`config.mk`:
```
export PLATFORM = sky130hd
export DESIGN_NAME = controlador_vitais_flat
export DESIGN_NICKNAME = d
export VERILOG_FILES = /design/src/rtl/controlador_vitais_if.sv /design/src/rtl/controlador_vitais.sv /design/src/flat_wrapper.sv
export SDC_FILE = /design/constraint.sdc
export NUM_CORES = 1
export LEC_CHECK = 0
export CAP_MARGIN = 20
export CORE_UTILIZATION = 54
export DETAILED_ROUTE_END_ITERATION = 12
export GPL_TIMING_DRIVEN = 0
export HOLD_SLACK_MARGIN = 0.1
export PLACE_DENSITY_LB_ADDON = 0.3
export SLEW_MARGIN = 20
export SYNTH_ARGS = -nofsm -noshare
export SYNTH_HDL_FRONTEND = slang
export SYNTH_SLANG_ARGS = --single-unit
```
`constraint.sdc`:
```
create_clock -name clk -period 4.4 [get_ports clk]
set_clock_uncertainty 0.2 [all_clocks]
set_input_delay 0.66 -clock clk [delete_from_list [all_inputs] [get_ports clk]]
set_output_delay 0.66 -clock clk [all_outputs]
set_load 0.1 [all_outputs]
```
`src/rtl/controlador_vitais_if.sv`:
```
// Bundle between the state controller side and the vital-level tracker:
// time-base tick and state code in, level registers and death flag out.
interface controlador_vitais_if #(
  parameter int WIDTH = 4
);
  logic             tick;
  logic [3:0]       estado;
  logic [WIDTH-1:0] saciedade;
  logic [WIDTH-1:0] energia;
  logic [WIDTH-1:0] alegria;
  logic             morreu;

  modport master (
    output tick,
    output estado,
    input  saciedade,
    input  energia,
    input  alegria,
    input  morreu
  );

  modport slave (
    input  tick,
    input  estado,
    output saciedade,
    output energia,
    output alegria,
    output morreu
  );
endinterface

```
`src/rtl/controlador_vitais.sv`:
```
// Vital-level tracker for the pet: saturating saciedade/energia/alegria
// counters updated on time-base ticks, with a sticky death flag that
// freezes everything until reset.
module controlador_vitais #(
  parameter int WIDTH       = 4,
  parameter int DECAY_TICKS = 4
) (
  input  logic               clk,
  input  logic               rst,
  controlador_vitais_if.slave bus
);

  localparam int               CW       = (DECAY_TICKS > 1) ? $clog2(DECAY_TICKS) : 1;
  localparam logic [WIDTH-1:0] MAX      = {WIDTH{1'b1}};
  localparam logic [CW-1:0]    CNT_LAST = CW'(DECAY_TICKS - 1);

  localparam logic [3:0] ST_DORMINDO   = 4'b0001;
  localparam logic [3:0] ST_COMENDO    = 4'b0010;
  localparam logic [3:0] ST_DANDO_AULA = 4'b0100;
  localparam logic [3:0] ST_MORTO      = 4'b1000;

  logic [WIDTH-1:0] saciedade_q, saciedade_d;
  logic [WIDTH-1:0] energia_q, energia_d;
  logic [WIDTH-1:0] alegria_q, alegria_d;
  logic             morreu_q, morreu_d;
  logic [CW-1:0]    cnt_q, cnt_d;

  logic             frozen_s;
  logic             advance_s;
  logic             decay_s;
  logic [1:0]       dec1_s;

  // Increment that sticks at MAX instead of wrapping.
  function automatic logic [WIDTH-1:0] sat_inc(input logic [WIDTH-1:0] v);
    if (v == MAX) begin
      sat_inc = MAX;
    end else begin
      sat_inc = v + WIDTH'(1);
    end
  endfunction

  // Decrement by 0..3 that sticks at zero instead of wrapping.
  function automatic logic [WIDTH-1:0] sat_dec(input logic [WIDTH-1:0] v,
                                               input logic [1:0]       amt);
    if ({1'b0, v} > (WIDTH+1)'(amt)) begin
      sat_dec = v - WIDTH'(amt);
    end else begin
      sat_dec = {WIDTH{1'b0}};
    end
  endfunction

  // Next-state computation for levels, decay counter and death flag.
  always_comb begin
    saciedade_d = saciedade_q;
    energia_d   = energia_q;
    alegria_d   = alegria_q;
    cnt_d       = cnt_q;

    // A dead pet or the MORTO state holds every level and the counter.
    frozen_s  = morreu_q | (bus.estado == ST_MORTO);
    advance_s = bus.tick & ~frozen_s;
    decay_s   = advance_s & (cnt_q == CNT_LAST);
    dec1_s    = decay_s ? 2'd1 : 2'd0;

    // Death looks at the registered levels, so it trails a zero by one edge.
    morreu_d = morreu_q | (saciedade_q == {WIDTH{1'b0}}) | (energia_q == {WIDTH{1'b0}});

    if (advance_s) begin
      if (decay_s) begin
        cnt_d = {CW{1'b0}};
      end else begin
        cnt_d = cnt_q + CW'(1);
      end

      case (bus.estado)
        ST_DORMINDO: begin
          energia_d   = sat_inc(energia_q);
          saciedade_d = sat_dec(saciedade_q, dec1_s);
          alegria_d   = sat_dec(alegria_q, dec1_s);
        end
        ST_COMENDO: begin
          saciedade_d = sat_inc(saciedade_q);
          energia_d   = sat_dec(energia_q, dec1_s);
          alegria_d   = sat_dec(alegria_q, dec1_s);
        end
        ST_DANDO_AULA: begin
          alegria_d   = sat_inc(alegria_q);
          energia_d   = sat_dec(energia_q, 2'd1 + dec1_s);
          saciedade_d = sat_dec(saciedade_q, dec1_s);
        end
        default: begin
          // IDLE and every unrecognised code share the plain decay.
          saciedade_d = sat_dec(saciedade_q, dec1_s);
          energia_d   = sat_dec(energia_q, dec1_s);
          alegria_d   = sat_dec(alegria_q, dec1_s);
        end
      endcase
    end else begin
      cnt_d = cnt_q;
    end
  end

  // State registers with synchronous reset to full levels and alive.
  always_ff @(posedge clk) begin
    if (rst) begin
      saciedade_q <= MAX;
      energia_q   <= MAX;
      alegria_q   <= MAX;
      morreu_q    <= 1'b0;
      cnt_q       <= {CW{1'b0}};
    end else begin
      saciedade_q <= saciedade_d;
      energia_q   <= energia_d;
      alegria_q   <= alegria_d;
      morreu_q    <= morreu_d;
      cnt_q       <= cnt_d;
    end
  end

  assign bus.saciedade = saciedade_q;
  assign bus.energia   = energia_q;
  assign bus.alegria   = alegria_q;
  assign bus.morreu    = morreu_q;

endmodule

```
`src/flat_wrapper.sv`:
```
// flat-port wrapper written by rule: the top's interface ports become plain ports
module controlador_vitais_flat 
#(
  parameter int WIDTH       = 4,
  parameter int DECAY_TICKS = 4
)
  (clk, rst, bus_tick, bus_estado, bus_saciedade, bus_energia, bus_alegria, bus_morreu);
  controlador_vitais_if #(.WIDTH(WIDTH)) bus_i ();
  input  logic clk;
  input  logic rst;
  input wire logic [$bits(bus_i.tick)-1:0] bus_tick;
  input wire logic [$bits(bus_i.estado)-1:0] bus_estado;
  output wire logic [$bits(bus_i.saciedade)-1:0] bus_saciedade;
  output wire logic [$bits(bus_i.energia)-1:0] bus_energia;
  output wire logic [$bits(bus_i.alegria)-1:0] bus_alegria;
  output wire logic [$bits(bus_i.morreu)-1:0] bus_morreu;
  assign bus_i.tick = bus_tick;
  assign bus_i.estado = bus_estado;
  assign bus_saciedade = bus_i.saciedade;
  assign bus_energia = bus_i.energia;
  assign bus_alegria = bus_i.alegria;
  assign bus_morreu = bus_i.morreu;
  controlador_vitais #(.WIDTH(WIDTH), .DECAY_TICKS(DECAY_TICKS)) u_core (.clk(clk), .rst(rst), .bus(bus_i));
endmodule
```
==> impl_metrics.csv <==
group,metric,value,unit
run_status,outcome,"completed",
worst_hold_path,hold_depth,2,
grt,grt_pass1_wl,5380,um
grt,grt.total_usage,26.8,%
drt,met2_wirelength,1610,um
layout,layout_common_cells,"clkdlybuf4s50_1 (17), dfxtp_1 (15), ha_1 (14)",
sta,fin_crit,3.75,ns
worst_setup_path,endpoint_kind,"flop",
floorplan,die_y,52.5,um
clock_tree,cts_resized,0,
sta,worst_slack,0.647,ns
worst_setup_path,worstPathMaxFanout,10,
layout,regArea,300,um^2
clock_tree,cts_tree,"built",
worst_setup_path,cp.arrival,3.75,ns
sta,final-max-slew-violation-count,0,
synthesis,ys_warn_count,0,
drt,routedWlPerCell,15.5,um
synthesis,synth-main-ff-cell,"dfxtp_1",
synthesis,synth_edf_count,0,
floorplan,core_area,2300,um^2
worst_setup_path,critPathKind,"input port to flop",
sta,tightest_slew,0.962,ns
floorplan,dieArea,2760,um^2
synthesis,synthesis.nets,188,
drt,wl,3330,um
power,cellPowerDensity,230,nW/um^2
drt,drc,0,
synthesis,ys_ff_latch,15,
placed_design,routabilityCongestion,0.916,
synthesis,async_flop_share,0,%
drt,wl_met1,1520,um
power,p_leak,0.000698,uW
layout,drive_gt1_share,11.2,%
layout,nets,210,
placed_design,numPortBuffers,17,
run,drv_cap,0,
worst_setup_path,critPathLaunchType,"input port",
floorplan,pin_count,20,
power,vdd_drop_max,0.000209,V
layout,filler_cell_count,183,
grt,grt_max_degree,11,
drt,viasPerCell,6.29,
drt,wl_met3,138,um
synthesis,ys_types,55,
synthesis,syn-cell-area,1380,um^2
clock_tree,holdBufCountCts,0,
sta,fin_tns_setup,0,ns
grt,grt_overflow,0,
synthesis,postSynthCellCount,166,
drt,vias,1353,
sta,period_share,85.3,%
placed_design,dp_slack,0.327,ns
clock_tree,path_clk_slew,0.10,ns
worst_setup_path,reg2reg_depth,12,
floorplan,die_w,52.5,um
floorplan,num_rows,17,
sta,hold_violations,0,
clock_tree,numCtsBuffers,3,
clock_tree,clk_latency,0.30,ns
grt,grt_pass1_vias,1246,
sta,fmax,0.266,GHz
clock_tree,post_cts_buffers,0,
drt,drtAntennaViolNets,0,
drt,drtIter0Drc,32,
clock_tree,h-tree-depth,1,
worst_setup_path,crit_required,4.40,ns
worst_hold_path,min_path_type,"flop to flop",
grt,antenna_found_initial,0,
sta,rsz0062_at_grt,"no",
power,power.total,371,uW
clock_tree,clock_path_buffers,2,
synthesis,syn_area_per_cell,8.30,um^2
synthesis,ys_seq_area_share,21.8,%
sta,slew_headroom,35.0,%
clock_tree,cts.sinks,15,
clock_tree,root_buffer,"clkbuf_4",
layout,final_common_cell,"clkdlybuf4s50_1",
drt,top_layer_used,"met4",
sta,hold_ws,0.279,ns
placed_design,dpl.hpwl,2510,um
layout,multi_input_area,957,um^2
drt,drtPass1Iterations,5,
layout,syn_to_final_growth,16.9,%
layout,num_antenna_cells,0,
sta,setup_violations,0,
floorplan,initial_core_util,60.0,%
==> per-stage QoR <==
| stage | instance area (um^2) | utilization [%] | cells |
|---|---|---|---|
| floorplan | 1380 | - | 166 |
| global placement | 1580 | 68.9 | 211 |
| detailed placement | 1580 | 68.9 | 211 |
| CTS | 1610 | 70.1 | 215 |
| global route | 1610 | 70.1 | 215 |
| finish | 1610 | 70.1 | 215 |
==> power by group <==
| part | switching, uW | internal (uW) | total [uW] |
|---|---|---|---|
| logic | 86.9 | 46.3 | 133 |
| clock network | 52.9 | 33.9 | 86.8 |
| registers | 8.20 | 143 | 151 |
| total | 148 | 223 | 371 |
==> worst max-delay path: stages <==
cell and delay [ns]:
clkdlybuf4s50_1 0.52, or4b_4 0.61, and2_4 0.18, buf_6 0.13, buf_6 0.14, nand2_1 0.16, ha_1 0.21, inv_1 0.06
fa_1 0.39, a21boi_0 0.17, o21ai_0 0.25, mux2i_1 0.11, o32a_1 0.17
==> metal layers <==
layer | track usage (%) | vias to the layer above
met5 | 0 | -
met4 | 11.4 | 0
met3 | 6.09 | 8
met2 | 46.8 | 37
met1 | 30.9 | 642
li1 | - | 666
==> registers in the layout, indices dropped and copies added, names as in the netlist <==
register	flops
u_core.cnt_q	2
u_core.bus.morreu	1
u_core.bus.alegria	4
u_core.bus.saciedade	4
u_core.bus.energia	4
==> area by class of cell <==
cell class,count,area share (%)
Timing Repair Buffer,17,10.6
Tap cell,28,2.18
Multi-Input combinational cell,128,59.4
Clock buffer,3,1.40
Buffer,10,4.43
Inverter,13,3.03
Sequential cell,15,18.6
Clock inverter,1,0.311
==> cells by family after synthesis <==
family	count (synthesis)	synth area share, %
and+or+nand+nor	57	24.9
muxes	2	1.45
xor gates and xnor gates	3	1.91
adders and majority gates	15	14.2
DFF	15	21.8
AOI/OAI and AO/OA	51	27.1
buffers and inverters	23	8.72
==> Yosys cell counts (all sizes together) (2+ instances only) <==
cell type	instances	share of area (%)
nor3b	2	1.1
ha	14	13
nand2b	2	0.91
and3	7	3.5
nor2	9	2.5
nor2b	4	1.8
nand2	11	3.0
a31oi	2	0.91
o21a	4	2.2
nor3	2	0.73
or4b	3	2.5
a21oi	10	3.6
o21ai	8	2.9
clkbuf	4	1.2
nor4b	3	2.4
a211oi	2	1.1
o31ai	4	2.2
or3	3	1.4
dfxtp	15	22
o32a	4	3.1
and2	2	1.1
nand3	4	1.5
mux2i	2	1.5
xnor2	3	1.9
inv	13	3.5
o2111ai	2	1.3
buf	6	4.0
==> path summary, 6_finish.rpt <==
kind                     startpoint                     to  slack (ns)
setup / recovery      bus_estado[2]  u_core.bus.energia[0]        0.65
hold / removal      u_core.cnt_q[1]        u_core.cnt_q[1]        0.28
hold reg to reg     u_core.cnt_q[1]        u_core.cnt_q[1]        0.28
setup reg to reg  u_core.bus.morreu  u_core.bus.energia[1]        1.63
Power figures use the tool's default switching activity.
